`src/rtl/store_buffer_pkg.sv`:
```
// Shared types and constants for the committed-store buffer and its forwarding CAM.
package store_buffer_pkg;

  typedef enum logic [1:0] {
    SB_IDLE = 2'd0,
    SB_REQ  = 2'd1,
    SB_WAIT = 2'd2
  } sb_state_t;

  localparam logic REQ_WRITE  = 1'b1;
  localparam logic REQ_MEMORY = 1'b1;

  typedef struct packed {
    logic [63:0] addr;
    logic [63:0] data;
    logic [7:0]  opcode;
  } sb_entry_t;

  function automatic logic [9:0] make_tag(input logic [7:0] opcode);
    return {REQ_WRITE, REQ_MEMORY, opcode};
  endfunction

endpackage

```
`src/rtl/store_buffer_cam.sv`:
```
// Address CAM over the buffered stores; the youngest matching valid entry supplies forwarded data.
module store_buffer_cam
  import store_buffer_pkg::*;
#(
  parameter int DEPTH = 4,
  parameter int PTR_W = $clog2(DEPTH)
) (
  input  sb_entry_t          i_entries [DEPTH],
  input  logic [DEPTH-1:0]   i_valid,
  input  logic [PTR_W-1:0]   i_head,
  input  logic [63:0]        i_lookup_addr,
  output logic               o_hit,
  output logic [63:0]        o_data
);

  logic [DEPTH-1:0] w_match;
  logic [PTR_W-1:0] w_idx;

  genvar gi;
  generate
    for (gi = 0; gi < DEPTH; gi++) begin : g_cmp
      assign w_match[gi] = i_valid[gi] && (i_entries[gi].addr == i_lookup_addr);
    end
  endgenerate

  // Walk from oldest (head) to youngest; a later match overrides an earlier one.
  always_comb begin
    o_hit  = 1'b0;
    o_data = '0;
    w_idx  = '0;
    for (int k = 0; k < DEPTH; k++) begin
      w_idx = i_head + PTR_W'(k);
      if (w_match[w_idx]) begin
        o_hit  = 1'b1;
        o_data = i_entries[w_idx].data;
      end
    end
  end

endmodule

```
`src/rtl/store_buffer.sv`:
```
// Committed-store FIFO that drains in order to the D-cache and forwards pending store data to loads.
module store_buffer
  import store_buffer_pkg::*;
#(
  parameter int DEPTH = 4,
  parameter int CNT_W = $clog2(DEPTH) + 1
) (
  input  logic             clk,
  input  logic             reset,
  input  logic             push_valid,
  output logic             push_ready,
  input  logic [63:0]      push_addr,
  input  logic [63:0]      push_data,
  input  logic [7:0]       push_opcode,
  output logic             reqcyc,
  output logic [63:0]      req,
  output logic [63:0]      reqdata,
  output logic [9:0]       reqtag,
  input  logic             reqack,
  input  logic             writeack,
  input  logic [63:0]      lookup_addr,
  output logic             lookup_hit,
  output logic [63:0]      lookup_data,
  output logic             write_retired,
  output logic [CNT_W-1:0] count,
  output logic             empty,
  output logic             drained
);

  localparam int PTR_W = $clog2(DEPTH);

  sb_entry_t        r_mem [DEPTH];
  sb_state_t        r_state;
  sb_state_t        w_state_next;
  logic [PTR_W-1:0] r_head;
  logic [PTR_W-1:0] r_tail;
  logic [CNT_W-1:0] r_count;
  logic [63:0]      r_req;
  logic [63:0]      r_reqdata;
  logic [9:0]       r_reqtag;
  logic             r_write_retired;
  logic             w_full;
  logic             w_push;
  logic             w_pop;
  logic             w_load;
  logic [DEPTH-1:0] w_valid;
  sb_entry_t        w_push_entry;

  assign w_full       = (r_count == CNT_W'(DEPTH));
  assign push_ready   = !w_full;
  assign w_push       = push_valid && push_ready;
  assign w_push_entry = '{addr: push_addr, data: push_data, opcode: push_opcode};

  // An entry is live when its distance from head is below the occupancy count.
  genvar gi;
  generate
    for (gi = 0; gi < DEPTH; gi++) begin : g_valid
      logic [PTR_W-1:0] w_age;
      assign w_age       = PTR_W'(gi) - r_head;
      assign w_valid[gi] = (CNT_W'(w_age) < r_count);
    end
  endgenerate

  always_ff @(posedge clk) begin
    if (w_push) begin
      r_mem[r_tail] <= w_push_entry;
    end
  end

  always_ff @(posedge clk or negedge reset) begin
    if (!reset) begin
      r_state <= SB_IDLE;
    end else begin
      r_state <= w_state_next;
    end
  end

  always_comb begin
    w_state_next = r_state;
    w_load       = 1'b0;
    w_pop        = 1'b0;
    case (r_state)
      SB_IDLE: begin
        if (r_count != '0) begin
          w_state_next = SB_REQ;
          w_load       = 1'b1;
        end
      end
      SB_REQ: begin
        if (reqack) begin
          if (writeack) begin
            w_pop        = 1'b1;
            w_state_next = SB_IDLE;
          end else begin
            w_state_next = SB_WAIT;
          end
        end
      end
      SB_WAIT: begin
        if (writeack) begin
          w_pop        = 1'b1;
          w_state_next = SB_IDLE;
        end
      end
      default: w_state_next = SB_IDLE;
    endcase
  end

  always_ff @(posedge clk or negedge reset) begin
    if (!reset) begin
      r_head          <= '0;
      r_tail          <= '0;
      r_count         <= '0;
      r_req           <= '0;
      r_reqdata       <= '0;
      r_reqtag        <= '0;
      r_write_retired <= 1'b0;
    end else begin
      if (w_push) begin
        r_tail <= r_tail + PTR_W'(1);
      end
      if (w_pop) begin
        r_head <= r_head + PTR_W'(1);
      end
      r_count         <= r_count + CNT_W'(w_push) - CNT_W'(w_pop);
      r_write_retired <= w_pop;
      // Request fields persist after the pop until the next entry is issued.
      if (w_load) begin
        r_req     <= r_mem[r_head].addr;
        r_reqdata <= r_mem[r_head].data;
        r_reqtag  <= make_tag(r_mem[r_head].opcode);
      end
    end
  end

  store_buffer_cam #(
    .DEPTH (DEPTH),
    .PTR_W (PTR_W)
  ) u_cam (
    .i_entries     (r_mem),
    .i_valid       (w_valid),
    .i_head        (r_head),
    .i_lookup_addr (lookup_addr),
    .o_hit         (lookup_hit),
    .o_data        (lookup_data)
  );

  assign reqcyc        = (r_state == SB_REQ);
  assign req           = r_req;
  assign reqdata       = r_reqdata;
  assign reqtag        = r_reqtag;
  assign write_retired = r_write_retired;
  assign count         = r_count;
  assign empty         = (r_count == '0);
  assign drained       = (r_count == '0) && (r_state == SB_IDLE);

endmodule

```
`config.mk`:
```
export PLATFORM = sky130hd
export DESIGN_NAME = store_buffer
export DESIGN_NICKNAME = d
export VERILOG_FILES = /design/src/rtl/store_buffer_pkg.sv /design/src/rtl/store_buffer_cam.sv /design/src/rtl/store_buffer.sv
export SDC_FILE = /design/constraint.sdc
export NUM_CORES = 1
export LEC_CHECK = 0
export ABC_AREA = 0
export CORE_MARGIN = 5
export CORE_UTILIZATION = 39
export CTS_CLUSTER_SIZE = 8
export DETAILED_ROUTE_END_ITERATION = 7
export GPL_TIMING_DRIVEN = 0
export PLACE_DENSITY = 0.58
export SKIP_LAST_GASP = 1
export SLEW_MARGIN = 0
export SYNTH_ARGS = -nofsm -noshare
export SYNTH_HDL_FRONTEND = slang
export SYNTH_SLANG_ARGS = --single-unit
export TNS_END_PERCENT = 30
```
`constraint.sdc`:
```
create_clock -name clk -period 12.7 [get_ports clk]
set_clock_uncertainty 0.15 [all_clocks]
set_input_delay 2.54 -clock clk [delete_from_list [all_inputs] [get_ports clk]]
set_output_delay 2.54 -clock clk [all_outputs]
set_load 0.1 [all_outputs]
```
==> results.json, run 1 <==
{
  "grt_pass1_vias": 27000,
  "cp_top_family": "buffers and inverters",
  "async_flop_share": 0.213,
  "ys_ff_latch": 691,
  "path_class": "input port to output port",
  "synthCells": 2591,
  "tightestPinTransition_ps": 1290,
  "grt_max_degree": 96,
  "setup_ws_ps": 1110,
  "root_buffer": "clkbuf_16",
  "tns_ps": 0,
  "cts.repair.resized": 0,
  "use_met1": 0.358,
  "hold_violations": 0,
  "ys_seq_area_frac": 0.565,
  "clock_latency_ps": 660,
  "numPortBuffers": 412,
  "grt_overflow": 0,
  "core-area_um2": 90100,
  "design.die.area_um2": 97000,
  "setup_viol": 0,
  "yosysUniqueCellTypes": 67,
  "top_usage_layer": "met2",
  "slew_viol_final": 0,
  "slowest_stage": "clkdlybuf4s50_1",
  "status": "completed",
  "critPathLaunchType": "input port",
  "cp.arrival_ps": 8900,
  "maxSlewHeadroom": 0.134,
  "start_util": 0.393,
  "netlist_area_um2": 35400,
  "clock.fmax_mhz": 86.3,
  "required_ps": 10010,
  "ios": 416,
  "endpoint_kind": "output port",
  "cts_inserted_buffers": 97,
  "crit_buf_inv": 3,
  "min_period_over_period": 0.913,
  "post_cts_buffers": 0,
  "layout_min_cycle_time_ps": 11590,
  "hold_path.class": "flip-flop to flip-flop",
  "grt_use_total": 0.276,
  "gp_congestion": 0.924,
  "use_met2": 0.460,
  "vias": 26600,
  "layout-drive-gt1-share": 0.147,
  "cts_sinks": 691,
  "fillCellCount": 7816,
  "grt_antenna_before_repair": 24,
  "cp_common_cell": "clkdlybuf4s50_1",
  "rsz0062_at_grt": "false",
  "slowest_delay_ps": 1210,
  "nets": 3334,
  "dp_slack_ps": 1260,
  "path_max_fanout": 10,
  "viasPerCell": 6.07,
  "drc": 0,
  "avgSynthCellArea_um2": 13.7,
  "die_w_um": 311,
  "die_y_um": 311,
  "clk_pin_slew_ps": 50,
  "cts_htree_levels": 3,
  "cp_cell_sequence": "clkdlybuf4s50_1 -> xor2_1 -> nor4_1 -> nand4_1 -> or3_1 -> nor2_1 -> nor3_1 -> o21ai_1 -> clkbuf_1 -> o221ai_1 -> a22oi_2 -> clkdlybuf4s50_1",
  "dp.final_hpwl_um": 100000,
  "regArea_um2": 20000,
  "totalWireLength_um": 139000,
  "hold_buffers": 0,
  "multi_input_area_um2": 14700,
  "synth_nets": 2810,
  "num_rows": 110,
  "dr.pass1.iters": 6,
  "grt_pass1_wl_um": 197000,
  "ys_warn_count": 0,
  "synthFlopType": "edfxtp_1",
  "ant_nets": 0,
  "drv_cap": 0,
  "syn2layout_area_growth_pct": 25.0,
  "synth-edff-count": 544,
  "drt_iter0_drc": 2948,
  "routedWlPerCell_um": 31.7,
  "use_met3": 0.0625,
  "clockBufferDepth": 3,
  "cts_tree": "done"
}
## cell type report
cell class                      count  share of cell area
Sequential cell                   691               0.452
Tap cell                         1176              0.0332
Buffer                            178              0.0164
Clock inverter                      6             0.00189
Inverter                           14             0.00119
Antenna cell                       18             0.00102
Multi-Input combinational cell   1708               0.331
Clock buffer                      173              0.0626
Timing Repair Buffer              425               0.101
## sequential cells by signal, summed over array words and instances, names as in the netlist, 2 cells and up
register,count
r_mem,544
req,64
reqdata,64
reqtag,9
count,3
r_head,2
r_state,2
r_tail,2
## Yosys cell counts (3+ instances only)
cell,n,area (um^2)
o21ai_0,78,390
and3b_1,8,70.1
xnor2_1,66,578
xor2_1,196,1720
and3_1,6,37.5
nand4_1,30,188
nor4b_1,3,26.3
ha_1,13,163
o32ai_1,9,78.8
nand2_1,95,357
o22ai_1,59,369
buf_4,3,22.5
mux2i_1,238,2380
mux4_2,72,1620
o221ai_1,61,534
o21bai_1,3,22.5
buf_6,5,56.3
dfrtp_1,147,3680
buf_1,23,86.3
nor2_1,175,657
nor3_1,18,90.1
clkbuf_1,143,537
edfxtp_1,544,16300
nand3_1,6,30.0
a21oi_1,66,330
mux2_2,200,2250
a211oi_1,11,82.6
a221o_1,51,510
buf_2,4,20.0
a22oi_2,50,626
and2_1,10,62.6
inv_1,14,52.6
o21ai_1,4,20.0
a211o_1,51,447
nand2b_1,4,25.0
nor4_1,67,419
a221oi_1,14,123
nand4b_1,6,52.6
## placed cells by master (no fill, tap or decap), drive strengths merged, types with 18 or more instances in the layout
| master | instances |
|---|---|
| clkbuf | 316 |
| nor3 | 19 |
| mux4 | 72 |
| buf | 49 |
| o21ai | 82 |
| o22ai | 59 |
| o221ai | 61 |
| a22oi | 52 |
| nor2 | 176 |
| a21oi | 66 |
| mux2i | 238 |
| diode | 18 |
| nand2 | 95 |
| a221o | 51 |
| mux2 | 200 |
| a211o | 51 |
| clkdlybuf4s50 | 411 |
| edfxtp | 544 |
| nor4 | 68 |
| xor2 | 196 |
| xnor2 | 66 |
| dfrtp | 147 |
| nand4 | 30 |
## kinds of logic after synthesis
| logic type | count (synthesis) | share of synthesized area |
|---|---|---|
| compound gates | 474 | 0.105 |
| xor+xnor | 262 | 0.0647 |
| fa+ha+maj | 14 | 0.00515 |
| buf+inv | 192 | 0.0218 |
| flops | 691 | 0.565 |
| mux | 510 | 0.176 |
| simple gates | 448 | 0.0624 |
## per-stage QoR
step | hold slack (ps) | util | std cells | area (um^2)
4_1_cts | 331 | 0.491 | 4371 | 44300
5_1_grt | 349 | 0.491 | 4376 | 44300
6_report | 327 | 0.492 | 4389 | 44300
3_3_place_gp | 312 | 0.455 | 4179 | 41000
3_5_place_dp | 320 | 0.459 | 4192 | 41400
2_1_floorplan | 339 | - | 2591 | 35400
## worst paths after layout
path,start,endpoint,slack (ps),cells after the start
worst max register to register,r_head[1]$_DFFE_PN0P_,req[13]$_DFFE_PN0P_,8020,7
worst min-delay path,reqdata[9]$_DFFE_PN0P_,reqdata[9]$_DFFE_PN0P_,330,2
min in group asynchronous,reset,reqtag[5]$_DFFE_PN0P_,1680,1
worst max-delay path,lookup_addr[13],lookup_data[20],1110,12
worst min register to register,reqdata[9]$_DFFE_PN0P_,reqdata[9]$_DFFE_PN0P_,330,2
max in group asynchronous,reset,reqdata[38]$_DFFE_PN0P_,9800,2
## routing by layer
| layer | share of wire | vias up | routed length (um) |
|---|---|---|---|
| li1 | - | 11300 | - |
| met1 | 0.39 | 13600 | 54800 |
| met2 | 0.48 | 1476 | 67100 |
| met3 | 0.090 | 245 | 12500 |
| met4 | 0.034 | 16 | 4730 |
| met5 | 0.00083 | - | 115 |
## tightest hold or removal path, cell delays in order (launching register included)
cell and delay [ps]:
dfrtp_1 330, nand2_1 40, o21ai_0 60
Power of run 1 is not shown: default switching activity piles up to over one toggle a cycle in this logic, so the estimate is an artifact.
==> run 2, diff against run 1 <==
- GPL_ROUTABILITY_DRIVEN: default -> 0
==> results.json, run 2 (synthesis gave the netlist of run 1 again) <==
{
  "layout-drive-gt1-share": 0.147,
  "r2r-start": "r_head[1]$_DFFE_PN0P_",
  "drc": 0,
  "drt_iter0_drc": 3258,
  "tns_ps": 0,
  "hold_path.class": "flip-flop to flip-flop",
  "cts_sinks": 691,
  "die_w_um": 311,
  "cts_htree_levels": 3,
  "vias": 26700,
  "dp_slack_ps": 1420,
  "cts_tree": "done",
  "syn2layout_area_growth_pct": 24.9,
  "ant_nets": 0,
  "setup_ws_ps": 1150,
  "viasPerCell": 6.08,
  "grt_antenna_before_repair": 26,
  "maxSlewHeadroom": 0.131,
  "min_period_over_period": 0.909,
  "cp_common_cell": "clkdlybuf4s50_1",
  "hold_violations": 0,
  "cp.arrival_ps": 8860,
  "regMostFlops": "r_mem",
  "root_buffer": "clkbuf_16",
  "totalWireLength_um": 136000,
  "clk_pin_slew_ps": 50,
  "grt_use_total": 0.270,
  "clock.fmax_mhz": 86.6,
  "die_y_um": 311,
  "final_cell_mix": "544 x edfxtp_1, 411 x clkdlybuf4s50_1, 238 x mux2i_1, 216 x clkbuf_1, 200 x mux2_2",
  "startpoint": "lookup_addr[44]",
  "status": "completed",
  "slowest_delay_ps": 1320,
  "tightestPinTransition_ps": 1300,
  "drv_cap": 0,
  "grt_max_degree": 99,
  "hold_buffers": 0,
  "clock_latency_ps": 670,
  "design.die.area_um2": 97000,
  "ios": 416,
  "critPathLaunchType": "input port",
  "endpoint_kind": "output port",
  "dp.cells": 4191,
  "cts.repair.resized": 0,
  "setup_viol": 0,
  "layout_min_cycle_time_ps": 11550,
  "cp_cell_sequence": "clkdlybuf4s50_1 -> xor2_1 -> nor4_1 -> nand4_1 -> or3_1 -> nor2_1 -> nor3_1 -> o21ai_1 -> clkbuf_1 -> o221ai_1 -> a22oi_2 -> clkdlybuf4s50_1",
  "post_cts_buffers": 0,
  "routedWlPerCell_um": 31.1,
  "numPortBuffers": 412,
  "num_rows": 110,
  "slew_viol_final": 0,
  "required_ps": 10010,
  "dp.final_hpwl_um": 97400,
  "finalCoreUtilization": 0.491,
  "start_util": 0.393,
  "largest_reg_flops": 544,
  "cts_inserted_buffers": 97,
  "clockBufferDepth": 3,
  "cp_top_family": "buffers and inverters",
  "dr.pass1.iters": 7,
  "hp-start": "reqdata[30]$_DFFE_PN0P_",
  "final_common_cell": "edfxtp_1",
  "rsz0062_at_grt": "false",
  "slowest_stage": "clkdlybuf4s50_1",
  "crit_buf_inv": 3,
  "core-area_um2": 90100,
  "grt_pass1_vias": 27200,
  "r2r_slack_ps": 7920,
  "grt_pass1_wl_um": 193000,
  "grt_overflow": 0,
  "fin_cells": 4390,
  "nets": 3333,
  "path_class": "input port to output port",
  "fillCellCount": 7768,
  "path_max_fanout": 10
}
## run 2: final timing paths
check                                           to  cells after the start
setup / recovery                   lookup_data[55]                     12
hold / removal             reqdata[30]$_DFFE_PN0P_                      2
setup reg to reg               req[13]$_DFFE_PN0P_                      7
hold reg to reg            reqdata[30]$_DFFE_PN0P_                      2
max in group asynchronous  reqdata[49]$_DFFE_PN0P_                      2
min in group asynchronous    reqtag[5]$_DFFE_PN0P_                      1
## run 2: worst min-delay path, stage by stage (launching register included)
cell and delay, ps:
dfrtp_1 340, nand2_1 40, o21ai_0 60
## run 2: final cells by class
| class | instances | area [um^2] | area share |
|---|---|---|---|
| Timing Repair Buffer | 424 | 4450 | 0.101 |
| Clock inverter | 8 | 93.8 | 0.00212 |
| Clock buffer | 174 | 2750 | 0.0620 |
| Inverter | 14 | 52.6 | 0.00119 |
| Multi-Input combinational cell | 1708 | 14700 | 0.332 |
| Tap cell | 1176 | 1470 | 0.0332 |
| Antenna cell | 17 | 42.5 | 0.000961 |
| Sequential cell | 691 | 20000 | 0.452 |
| Buffer | 178 | 724 | 0.0164 |
## run 2: per-stage QoR
step | hold WS [ps] | cell area [um^2]
global route | 349 | 44300
finish | 329 | 44300
CTS | 331 | 44200
detailed placement | 319 | 41400
global placement | 313 | 41000
floorplan | 339 | 35400
## run 2: layer usage
metal | routed length [um] | up-vias | global-route usage
met5 | 115 | - | 0
met4 | 6360 | 16 | 0.117
met1 | 52200 | 13500 | 0.344
li1 | - | 11200 | -
met3 | 13900 | 316 | 0.0713
met2 | 64000 | 1604 | 0.436
Power of run 2 is left out for the same reason.
